<file path="src/rtl/fetch_unit_if.sv">
// fetch_unit_if -- signal bundle between state_control/datapath and fetch_unit.
//   state          : current processor state (IF=0 .. OUTPUT=6, 7 illegal)
//   prog_we/addr/data : instruction-memory write port
//   branch_taken/target : branch resolution, used only in WB
//   program_counter, instr, instr_valid, retired_count, done : fetch outputs
// master drives the control/program inputs; slave is the fetch unit itself.
interface fetch_unit_if;
  logic [2:0]  state;
  logic        prog_we;
  logic [2:0]  prog_addr;
  logic [15:0] prog_data;
  logic        branch_taken;
  logic [2:0]  branch_target;
  logic [2:0]  program_counter;
  logic [15:0] instr;
  logic        instr_valid;
  logic [3:0]  retired_count;
  logic        done;

  modport master (
    output state, prog_we, prog_addr, prog_data, branch_taken, branch_target,
    input  program_counter, instr, instr_valid, retired_count, done
  );

  modport slave (
    input  state, prog_we, prog_addr, prog_data, branch_taken, branch_target,
    output program_counter, instr, instr_valid, retired_count, done
  );
endinterface

</file>
<file path="src/rtl/fetch_unit.sv">
// fetch_unit -- 8-entry instruction memory, program counter and instruction
// register, advanced by the processor state supplied from state_control.
//   clk   : rising-edge clock
//   rst_n : asynchronous active-low reset (imem is not reset)
//   bus   : fetch_unit_if.slave (state, program port, branch inputs; PC,
//           instr, instr_valid, retired_count, done outputs)
// All outputs come straight from registers.
module fetch_unit (
  input  logic         clk,
  input  logic         rst_n,
  fetch_unit_if.slave  bus
);

  typedef enum logic [2:0] {
    ST_IF      = 3'd0,
    ST_ID      = 3'd1,
    ST_RR      = 3'd2,
    ST_EX      = 3'd3,
    ST_MEM     = 3'd4,
    ST_WB      = 3'd5,
    ST_OUTPUT  = 3'd6,
    ST_ILLEGAL = 3'd7
  } state_e;

  state_e      w_state;
  logic [15:0] r_imem [8];

  logic [2:0]  r_pc,      w_pc_nxt;
  logic [15:0] r_instr,   w_instr_nxt;
  logic        r_valid,   w_valid_nxt;
  logic [3:0]  r_retired, w_retired_nxt;
  logic        r_done,    w_done_nxt;

  assign w_state = state_e'(bus.state);

  // No reset: program contents survive rst_n. Non-blocking write gives
  // read-before-write against a same-edge IF capture.
  always_ff @(posedge clk) begin
    if (bus.prog_we) r_imem[bus.prog_addr] <= bus.prog_data;
  end

  always_comb begin
    w_pc_nxt      = r_pc;
    w_instr_nxt   = r_instr;
    w_valid_nxt   = r_valid;
    w_retired_nxt = r_retired;
    w_done_nxt    = r_done;
    case (w_state)
      ST_IF: begin
        w_instr_nxt = r_imem[r_pc];
        w_valid_nxt = 1'b1;
      end
      ST_WB: begin
        // PC 7 is the last slot: hold it, state_control moves to OUTPUT.
        if (r_pc != 3'd7)
          w_pc_nxt = bus.branch_taken ? bus.branch_target : r_pc + 3'd1;
        w_valid_nxt = 1'b0;
        if (r_retired != 4'hF) w_retired_nxt = r_retired + 4'd1;
      end
      ST_OUTPUT: w_done_nxt = 1'b1;
      default: ;
    endcase
  end

  always_ff @(posedge clk or negedge rst_n) begin
    if (!rst_n) begin
      r_pc      <= '0;
      r_instr   <= '0;
      r_valid   <= 1'b0;
      r_retired <= '0;
      r_done    <= 1'b0;
    end else begin
      r_pc      <= w_pc_nxt;
      r_instr   <= w_instr_nxt;
      r_valid   <= w_valid_nxt;
      r_retired <= w_retired_nxt;
      r_done    <= w_done_nxt;
    end
  end

  assign bus.program_counter = r_pc;
  assign bus.instr           = r_instr;
  assign bus.instr_valid     = r_valid;
  assign bus.retired_count   = r_retired;
  assign bus.done            = r_done;

endmodule

</file>
<file path="src/flat_wrapper.sv">
// flat-port wrapper written by rule: the top's interface ports become plain ports
module fetch_unit_flat 
  (clk, rst_n, bus_state, bus_prog_we, bus_prog_addr, bus_prog_data, bus_branch_taken, bus_branch_target, bus_program_counter, bus_instr, bus_instr_valid, bus_retired_count, bus_done);
  fetch_unit_if bus_i ();
  input  logic clk;
  input  logic rst_n;
  input wire logic [$bits(bus_i.state)-1:0] bus_state;
  input wire logic [$bits(bus_i.prog_we)-1:0] bus_prog_we;
  input wire logic [$bits(bus_i.prog_addr)-1:0] bus_prog_addr;
  input wire logic [$bits(bus_i.prog_data)-1:0] bus_prog_data;
  input wire logic [$bits(bus_i.branch_taken)-1:0] bus_branch_taken;
  input wire logic [$bits(bus_i.branch_target)-1:0] bus_branch_target;
  output wire logic [$bits(bus_i.program_counter)-1:0] bus_program_counter;
  output wire logic [$bits(bus_i.instr)-1:0] bus_instr;
  output wire logic [$bits(bus_i.instr_valid)-1:0] bus_instr_valid;
  output wire logic [$bits(bus_i.retired_count)-1:0] bus_retired_count;
  output wire logic [$bits(bus_i.done)-1:0] bus_done;
  assign bus_i.state = bus_state;
  assign bus_i.prog_we = bus_prog_we;
  assign bus_i.prog_addr = bus_prog_addr;
  assign bus_i.prog_data = bus_prog_data;
  assign bus_i.branch_taken = bus_branch_taken;
  assign bus_i.branch_target = bus_branch_target;
  assign bus_program_counter = bus_i.program_counter;
  assign bus_instr = bus_i.instr;
  assign bus_instr_valid = bus_i.instr_valid;
  assign bus_retired_count = bus_i.retired_count;
  assign bus_done = bus_i.done;
  fetch_unit u_core (.clk(clk), .rst_n(rst_n), .bus(bus_i));
endmodule
</file>
<file path="config.mk">
export PLATFORM = sky130hd
export DESIGN_NAME = fetch_unit_flat
export DESIGN_NICKNAME = d
export VERILOG_FILES = /design/src/rtl/fetch_unit_if.sv /design/src/rtl/fetch_unit.sv /design/src/flat_wrapper.sv
export SDC_FILE = /design/constraint.sdc
export NUM_CORES = 1
export LEC_CHECK = 0
export BUFFER_PORTS_ARGS = -buffer_cell sky130_fd_sc_hd__buf_4
export CAP_MARGIN = 20
export CORE_MARGIN = 10
export CORE_UTILIZATION = 35
export DETAILED_ROUTE_END_ITERATION = 10
export MAX_ROUTING_LAYER = met4
export PLACE_DENSITY = 0.63
export SLEW_MARGIN = 5
export SYNTH_ARGS = -nofsm -noshare
export SYNTH_HDL_FRONTEND = slang
export SYNTH_SLANG_ARGS = --single-unit
</file>
<file path="constraint.sdc">
create_clock -name clk -period 4.9 [get_ports clk]
set_clock_uncertainty 0.2 [all_clocks]
set_input_delay 0.98 -clock clk [delete_from_list [all_inputs] [get_ports clk]]
set_output_delay 0.98 -clock clk [all_outputs]
set_load 0.02 [all_outputs]
</file>
# After elaboration in Yosys (flattened, before gate mapping)
# Memory sizes are Yosys's and may differ from the RTL's. A register that Yosys moved wholly into a read port is not among the register bits.
# Cells that the tools add are included.
dict set report word_totals {
  reg_bits 9
  ram_bits 128
  out_inout_bits 25
  wordCells 20
  mem_count 1
}
dict set report classes {
  addsub 2
  eq_ne 4
  n_mux 4
  reduce_logical 5
}
# name words width read_ports rd_ports_with_merged_regs wr line_no
set mem_list {}
lappend mem_list {u_core.r_imem 8 16 1 1 1 fetch_unit.sv:26} ;# logic [15:0] r_imem [8];
# op count
set ops {}
lappend ops {{$eq 3x3->1 const B} 2}
lappend ops {{$add 4x1->4 const B} 1}
lappend ops {{$ne 4x4->1 const B} 1}
lappend ops {{$reduce_and 2->1} 2}
lappend ops {{$add 3x1->3 const B} 1}
lappend ops {{$logic_not 3->1} 1}
lappend ops {{$mux 3} 1}
lappend ops {{$ne 3x3->1 const B} 1}
lappend ops {{$mux 1} 2}
lappend ops {{$pmux 1 s2} 1}
lappend ops {{$reduce_bool 2->1} 1}
lappend ops {{$logic_not 1->1} 1}

# Logic depth before layout (Yosys ltp)
# Gate-level depths: netlist (run 1).
dict set report depth {
  word_depth 2
  ltp_mapped 5
  ltp_nobuf 5
}

# Worst setup path after synthesis (run 1)
# OpenSTA, ideal clock, no wires.
dict set report synth_timing {
  path_type {input to register}
  startpoint {input port bus_prog_addr[2]}
  endpoint {memory u_core.r_imem[0][0], enable pin}
  arrival_ps 2293
  slack_ps 1997
  stages 2
  path_buffers 0
  cell_sequence {nand2b_1 > nor3_1}
}
# element line_no
set synth_lines {}
lappend synth_lines {{from (decl)} flat_wrapper.sv:9} ;# input wire logic [$bits(bus_i.prog_addr)-1:0] bus_prog_addr;
lappend synth_lines {{to (decl)} fetch_unit.sv:26}
# No word-level cell before the write port.

# Worst setup path in the final report (run 1)
dict set report layout_timing {
  startpoint {register u_core.r_pc[0] (netlist: u_core.bus.program_counter[0])}
  endpoint {output port bus_program_counter[0]}
}
# element line_no
set layout_lines {}
lappend layout_lines {{from (decl)} fetch_unit.sv:28} ;# logic [2:0] r_pc, w_pc_nxt;
lappend layout_lines {{from (signal assigned)} fetch_unit.sv:73} ;# r_pc <= w_pc_nxt;
lappend layout_lines {{to (decl)} flat_wrapper.sv:13} ;# output wire logic [$bits(bus_i.program_counter)-1:0] bus_program_counter;
# No word-level cell between the ends.

==> results of run 1 <==
power by group:
group / total, µW / leakage, µW / switching (µW) / internal, µW
registers: 1710 / 0.00146 / 169 / 1540
logic: 1030 / 0.000896 / 551 / 475
clock network: 1490 / 0.000333 / 492 / 998
total: 4230 / 0.00269 / 1210 / 3020
placed cells by master, fill, tap and decap left out, types with 2 or more instances in the layout:
cell type / n
xor2_1: 2
dfrtp_1: 24
clkinv_2: 3
o31ai_1: 7
nor3_2: 2
edfxtp_1: 128
clkinv_1: 3
bufinv_16: 7
buf_4: 63
o31ai_2: 11
a22o_1: 16
mux2i_1: 34
nor2_1: 11
clkbuf_16: 17
nand3_1: 3
ha_1: 3
clkinv_4: 2
mux2_2: 26
inv_1: 2
nand2b_1: 4
nand2_1: 21
o22ai_1: 16
mux2_1: 7
a21oi_1: 3
flip-flops by register name, indices dropped and copies added (netlist names):
name                        cells
u_core.bus.retired_count        4
u_core.bus.done                 1
u_core.r_imem                 128
u_core.bus.instr               16
u_core.bus.program_counter      3
u_core.bus.instr_valid          1
stage by stage:
| step | utilization | power [µW] |
|---|---|---|
| 3_5_place_dp | 0.399 | 2790 |
| 2_1_floorplan | - | 2430 |
| 3_3_place_gp | 0.399 | 2750 |
| 5_1_grt | 0.440 | 4420 |
| 6_report | 0.440 | 4230 |
| 4_1_cts | 0.440 | 4280 |
layout make-up:
cell class / instances / area, µm²
well taps: 220 / 275
multi-input cells: 176 / 1470
clock inverters: 15 / 254
fillers: 1506 / 9390
inverters: 2 / 7.51
clock buffers: 17 / 425
flip-flops and latches: 153 / 4470
repair buffers: 63 / 473
cell families (layout without fill, tap and decap cells):
family	count (synthesis)	in the layout	share of synthesized area
DFF	153	153	0.739
muxes	67	67	0.118
AOI/OAI and AO/OA	58	58	0.0791
and+or+nand+nor	46	46	0.0341
buffers and inverters	19	97	0.0207
adders and majority gates	3	3	0.00621
xor gates and xnor gates	2	2	0.00290
how the worst max path moves through the flow:
stage | endpoint
after global placement | u_core.bus.instr[11]
after global routing | bus_program_counter[0]
after floorplan | u_core.r_imem[0][0]
final | bus_program_counter[0]
after detailed placement | u_core.bus.instr[12]
after CTS | bus_program_counter[0]
per-layer routing:
layer  global-route usage  vias up  share of wire
met5                    -        -              0
met4               0.0515        0          0.016
met3               0.0403       16          0.066
met2                0.180       88           0.48
met1                0.138     1641           0.44
li1                     -     1500              -
==> impl_metrics.tcl, run 1 <==
set metrics [dict create \
    syn_inst 348 \
    critical_path_class "reg2out" \
    die_area_mm2 0.0229 \
    nNetsFinal 445 \
    max_freq_ghz 0.333 \
    slowest_delay_ns 1.09 \
    drv_slew 0 \
    clock-sinks 153 \
    timing.rr.start "u_core.bus.program_counter[0]" \
    synth_top_cell_area_share 0.636 \
    grtUsageTotal 0.117 \
    r2r_setup_slack_ns 2.25 \
    fp.dieW_um 151 \
    arrival_ns 1.82 \
    tightest_slew_ns 1.11 \
    yosysMostFrequentCell "edfxtp_1" \
    vias_per_cell 5.02 \
    final_cells 646 \
    reg2regPathDepth 4 \
    rsz0062_at_grt "no" \
    cts_root_buf "clkbuf_16" \
    antenna_found_initial 0 \
    gp_congestion 0.722 \
    path_buf_inv 1 \
    max-cap-violations 0 \
    route.detailed.drc 0 \
    p_leak_uw 0.00269 \
    pre_cts_ws_ns 2.24 \
    antenna_cells 0 \
    drt_wl_total_mm 12.6 \
    postSynthAreaPerCell_um2 17.4 \
    post_cts_resized 0 \
    drtAntennaViolNets 0 \
    final_cell_area_mm2 0.00737 \
    area_growth_pct 21.9 \
    setup-tns-final_ns 0 \
    startpoint "u_core.bus.program_counter[0]" \
    synthTopCellsByCount "edfxtp_1, mux2i_1, mux2_2" \
    dieHeight_um 151 \
    min_period_ns 3.00 \
    core_mm2 0.0168 \
    yosysWarnings 0 \
    yosysUniqueCellTypes 33 \
    worst_slew_margin_rel 0.263 \
    synth_enable_flop_cells 128 \
    firstDrtPassIters 4 \
    r2r-end "u_core.bus.instr[12]" \
    critical_path.max_fanout 42 \
    cts_made_buffers 17 \
    setup_slack_ns 1.90 \
    required_ns 3.72 \
    hp-class "in2async" \
    start_util 0.361 \
    io_buffers 53 \
    synth_area_leader_cell "edfxtp_1" \
    hold_slack_ns 0.280 \
    dp_cells 614 \
    cts_tree "built" \
    crit_cells 1 \
    start_kind "flop" \
    drt_first_iter_violations 143 \
    synth-main-ff-cell "edfxtp_1" \
    cp_slowest_cell "dfrtp_2" \
    fp-row-count 47 \
    synthArstFlopShare 0.163 \
    clk_pin_slew_worst_paths_ns 0.06 \
    grt_overflow_total 0 \
    wl_per_cell_um 19.4 \
    cts_setup_buffers 0 \
    drive_gt1_frac 0.315 \
    powerDensity_mw_per_mm2 574 \
    synth_area_leaders "edfxtp_1, dfrtp_1, mux2i_1" \
    clock_latency_ns 0.42 \
    cp-end-kind "output pin" \
    grt_start_max_net_pins 43 \
    ys_ff_latch 153 \
    holdBufCountCts 0 \
    grt_pass1_vias 3409 \
    hpwl_mm 7.28 \
    setup_viol 0 \
    finalCritPeriodShare 0.613 \
    num_vias 3245 \
    syn_nets 380 \
    crit_chain "buf_4" \
    postPlaceCellArea_mm2 0.00669 \
    yosysSeqAreaShare 0.739 \
    htree_levels 4 \
    synth_area_mm2 0.00605 \
    path_delay_family "flip-flops" \
    io_pins 54 \
    peakVddDrop_mv 0.338 \
    status "finished, final reports clean" \
    cts.path.max_buffers 2 \
    finalHoldViolations 0 \
    grt_pass1_wl_mm 19.1 \
]
Power figures use the tool's default switching activity.
==> inputs of run 2 (changes only) <==
clock period = 3 ns   (was 4.9 ns; I/O delays follow)
==> run 2 against run 1 <==
Critical path depth unchanged. Count of clock-buffer cells in the layout rose by 3. Flip-flop and latch count unchanged. Combinational power up 74%. Critical path type unchanged. Critical endpoint unchanged.
==> impl_metrics.tcl, run 2 (synthesis gave the netlist of run 1 again) <==
set metrics [dict create \
    hpwl_mm 7.64 \
    io_buffers 53 \
    p_leak_uw 0.00267 \
    final_common_cell "edfxtp_1" \
    status "finished, final reports clean" \
    htree_levels 4 \
    peakVddDrop_mv 0.469 \
    max_freq_ghz 0.460 \
    post_cts_resized 0 \
    nNetsFinal 449 \
    holdBufCountCts 1 \
    fp.dieW_um 151 \
    drive_gt1_frac 0.314 \
    arrival_ns 1.37 \
    grt_start_max_net_pins 49 \
    required_ns 2.20 \
    largest_reg_flops 128 \
    clock-sinks 153 \
    start_util 0.361 \
    clk_pin_slew_worst_paths_ns 0.06 \
    grt_pass1_vias 3478 \
    cts_root_buf "clkbuf_16" \
    startpoint "u_core.bus.program_counter[0]" \
    fp-row-count 47 \
    holdCritStartpoint "bus_state[0]" \
    wl_per_cell_um 19.5 \
    rsz0062_at_grt "no" \
    crit_chain "buf_4" \
    reg2regPathDepth 4 \
    critical_path.max_fanout 21 \
    cp_slowest_cell "dfrtp_2" \
    antenna_found_initial 0 \
    cts_made_buffers 17 \
    gp_congestion 0.707 \
    worst_slew_margin_rel 0.426 \
    final_util 0.438 \
    firstDrtPassIters 4 \
    regMostFlops "u_core.r_imem" \
    min_period_ns 2.17 \
    cts.path.max_buffers 2 \
    dieHeight_um 151 \
    path_delay_family "flip-flops" \
    route.detailed.drc 0 \
    n_fill_cell 1503 \
    clock_latency_ns 0.42 \
    postPlaceCellArea_mm2 0.00672 \
    drtAntennaViolNets 0 \
    tightest_slew_ns 0.858 \
    cts_setup_buffers 0 \
    grtUsageTotal 0.120 \
    cts_tree "built" \
    setup_viol 0 \
    io_pins 54 \
    drt_wl_total_mm 12.7 \
    finalCritPeriodShare 0.724 \
    area_growth_pct 21.5 \
    drv_slew 0 \
    hp-class "in2reg" \
    die_area_mm2 0.0229 \
    slowest_delay_ns 0.71 \
    crit_cells 1 \
    vias_per_cell 4.92 \
    antenna_cells 0 \
    core_mm2 0.0168 \
    hold_depth 2 \
    num_vias 3198 \
    grt_overflow_total 0 \
    setup-tns-final_ns 0 \
    register_area_mm2 0.00447 \
    max-cap-violations 0 \
    grt_pass1_wl_mm 19.7 \
    cp-end-kind "output pin" \
    finalHoldViolations 0 \
    final_cell_mix "edfxtp_1, buf_4, mux2i_1, mux2_2, dfrtp_1" \
    drt_first_iter_violations 190 \
    multi_input_area_mm2 0.00146 \
    timing.rr.start "u_core.bus.program_counter[0]" \
    start_kind "flop" \
    critical_path_class "reg2out" \
    powerDensity_mw_per_mm2 914 \
    final_cell_area_mm2 0.00734 \
    path_buf_inv 1 \
]
## run 2: cell count changes in the layout (fill, tap and decap cells not counted), moves of 2 or more
cell,change
buf_4,+2
bufinv_16,-3
clkbuf_1,+3
clkinv_1,-3
clkinvlp_4,+3
## run 2: worst paths after layout
path | end | slack, ns
max | bus_program_counter[0] | 0.83
min | u_core.bus.instr_valid | 0.18
max reg2reg | u_core.bus.instr[11] | 0.86
min reg2reg | u_core.bus.done | 0.28
max in group asynchronous | u_core.bus.program_counter[0] | 1.84
min in group asynchronous | u_core.bus.retired_count[0] | 0.45
## run 2: layout make-up
class                           instances  area share
Timing Repair Buffer                   67      0.0705
Multi-Input combinational cell        176       0.199
Clock buffer                           20      0.0595
Inverter                                2     0.00102
Tap cell                              220      0.0375
Sequential cell                       153       0.609
Clock inverter                         12      0.0239
## run 2: where the power goes
group	internal (µW)	leakage (µW)	switching, µW
Sequential	2520	0.00146	202
Clock	1390	0.000290	806
Combinational	805	0.000918	986
## run 2: metal layers
| layer | global-route usage | wire length, µm | vias to the layer above |
|---|---|---|---|
| met5 | - | 0 | - |
| met4 | 0.0404 | 74 | 0 |
| met3 | 0.0370 | 716 | 7 |
| met2 | 0.179 | 6070 | 76 |
| met1 | 0.152 | 5830 | 1603 |
| li1 | - | - | 1512 |
## run 2: stage by stage
stage	hold WS, ns	worst slack [ns]	instances	power (µW)
final	0.183	0.827	650	6710
after global routing	0.181	0.745	650	7050
after global placement	0.263	0.723	617	4530
after detailed placement	0.266	0.684	617	4590
after floorplan	0.104	0.477	348	3970
after CTS	0.176	0.803	650	6790
==> inputs of run 3 (changes only) <==
ABC_AREA = 1   (was unset)
PLACE_DENSITY = 0.64   (was 0.63)
clock period = 1.8 ns   (was 3 ns; I/O delays follow)
==> run 3 against run 2 <==
Hold slack worse by 0.15 ns. Design area grew 9.9%. Non-clock buffer count grew 24. Sequential share of layout area is 5.5 points lower. Register-to-register slack lost 0.68 ns. Die area grew 6.2%. Sequential power grew 61%. First-iteration DRC count rose by 120%. Clock power up 68%. Count of clock-buffer cells in the layout rose by 3. Worst setup slack got worse by 0.64 ns. Combinational power up 51%. Critical endpoint is now u_core.bus.program_counter[2]. Highest routed layer unchanged.
==> impl_metrics.tcl, run 3 <==
set metrics [dict create \
    status "finished, final reports clean" \
    dieHeight_um 156 \
    dp_cells 897 \
    rsz0062_at_grt "no" \
    synth_top_cell_area_share 0.593 \
    core_mm2 0.0181 \
    yosysSeqAreaShare 0.690 \
    max-cap-violations 0 \
    start_kind "flop" \
    clock-sinks 153 \
    io_buffers 53 \
    slowest_delay_ns 0.45 \
    synth_enable_flop_cells 128 \
    arrival_ns 1.76 \
    powerDensity_mw_per_mm2 1330 \
    finalHoldViolations 0 \
    use_met3 0.0364 \
    firstDrtPassIters 4 \
    power.switching_uw 3210 \
    grt_busiest_layer "met2" \
    crit_chain "ha_1, ha_1, nor3_4, o211ai_1, o21ai_0" \
    drive_gt1_frac 0.148 \
    num_vias 4394 \
    route.detailed.drc 0 \
    hpwl_mm 8.80 \
    cp_slowest_cell "dfrtp_2" \
    register_area_mm2 0.00447 \
    cts_tree "built" \
    n_fill_cell 1626 \
    clk_pin_slew_worst_paths_ns 0.06 \
    cts_made_buffers 17 \
    p_leak_uw 0.00357 \
    worst_slew_margin_rel 0.705 \
    ys_ff_latch 153 \
    drt_wl_total_mm 14.5 \
    path_buf_inv 0 \
    cp-end-kind "flop" \
    htree_levels 4 \
    die_area_mm2 0.0244 \
    intPower_uw 7550 \
    hold_slack_ns 0.0354 \
    synthArstFlopShare 0.163 \
    critical_path.max_fanout 6 \
    final_cells 946 \
    antenna_found_initial 0 \
    io_pins 54 \
    synth-main-ff-cell "edfxtp_1" \
    cts_root_buf "clkbuf_16" \
    clock_latency_ns 0.42 \
    nNetsFinal 736 \
    synthTopCellsByCount "nand2_1, edfxtp_1, inv_1" \
    cp_common_cell "ha_1" \
    grt_overflow_total 0 \
    p_clk_frac 0.341 \
    yosysWarnings 0 \
    pwr-share-comb 0.252 \
    max_freq_ghz 0.618 \
    drt_first_iter_violations 411 \
    grt_pass1_wl_mm 22.8 \
    setup-tns-final_ns 0 \
    use_met1 0.161 \
    final_common_cell "nand2_1" \
    postSynthAreaPerCell_um2 10.5 \
    start_util 0.358 \
    cts.path.max_buffers 2 \
    final_cell_mix "nand2_1, edfxtp_1, inv_1, nand3_1, buf_4" \
    drv_slew 0 \
    regMostFlops "u_core.r_imem" \
    pwr-share-seq 0.407 \
    antenna_cells 0 \
    wl_per_cell_um 15.3 \
    syn_nets 652 \
    hp-class "in2reg" \
    grt_start_max_net_pins 65 \
    required_ns 1.94 \
    tightest_slew_ns 0.443 \
    synth_area_mm2 0.00648 \
    setup_viol 0 \
    finalCritPeriodShare 0.899 \
    fp-row-count 49 \
    synth_area_leaders "edfxtp_1, nand2_1, dfrtp_1" \
    fp.dieW_um 156 \
    yosysMostFrequentCell "nand2_1" \
    p_sw_frac 0.298 \
    gp_congestion 0.761 \
    vias_per_cell 4.64 \
    drtAntennaViolNets 0 \
    synth_area_leader_cell "edfxtp_1" \
    yosysUniqueCellTypes 20 \
    critical_path_class "reg2reg" \
    multi_input_area_mm2 0.00147 \
    peakVddDrop_mv 0.641 \
    area_growth_pct 24.6 \
    grtUsageTotal 0.126 \
    use_met2 0.187 \
    largest_reg_flops 128 \
    syn_inst 620 \
    grt_pass1_vias 4130 \
    path_delay_family "flip-flops" \
    min_period_ns 1.62 \
]
## run 3: area by class of cell
cell class              instances  share of cell area
flip-flops and latches        153               0.554
multi-input cells             335               0.182
repair buffers                 91               0.104
clock buffers                  23              0.0580
inverters                     106              0.0493
well taps                     229              0.0355
clock inverters                 9              0.0180
## run 3: final timing paths
check                      cells past startpoint                             to                           from  slack, ns
max in group asynchronous                      2  u_core.bus.program_counter[0]                          rst_n       0.90
min                                            2                u_core.bus.done                   bus_state[2]       0.04
min reg2reg                                    2            u_core.bus.instr[8]            u_core.bus.instr[8]       0.29
max reg2reg                                    5  u_core.bus.program_counter[2]  u_core.bus.program_counter[0]       0.18
min in group asynchronous                      2  u_core.bus.program_counter[2]                          rst_n       0.21
max                                            5  u_core.bus.program_counter[2]  u_core.bus.program_counter[0]       0.18
## run 3: per-stage QoR
step / setup slack, ns / instance area (µm²) / total power (µW) / utilization
after CTS: 0.143 / 8070 / 10800 / 0.446
final: 0.183 / 8070 / 10800 / 0.446
after global placement: 0.190 / 7280 / 7110 / 0.403
after global routing: 0.0691 / 8070 / 11300 / 0.446
after detailed placement: 0.158 / 7280 / 7130 / 0.403
after floorplan: 0.0171 / 6480 / 6090 / -
## run 3: cell families (layout without fill, tap and decap cells)
kind of cell    count (synthesis)  in the layout  share of synthesized area
simple gates                  322            322                      0.209
xor+xnor                        3              3                    0.00405
compound gates                  7              7                    0.00676
fa+ha+maj                       3              3                    0.00579
flops                         153            153                      0.690
buf+inv                       132            229                     0.0849
## run 3: layer usage
metal / wire, µm / vias up
li1: - / 2168
met1: 6550 / 2077
met2: 6750 / 134
met3: 977 / 15
met4: 203 / 0
met5: 0 / -
## run 3: power groups by stage
stage          clock [µW]  combinational [µW]  sequential, µW
6_report             3670                2710            4370
5_1_grt              3850                3010            4410
4_1_cts              3720                2740            4380
3_5_place_dp            0                2690            4450
3_3_place_gp            0                2670            4450
2_1_floorplan           0                1410            4680
## run 3: repair_timing
item	in CTS	in global routing
setup buffers	0	0
hold buffers	17	0
hold endpoints to repair	153	0
setup endpoints to repair	0	1
resized for setup	0	1
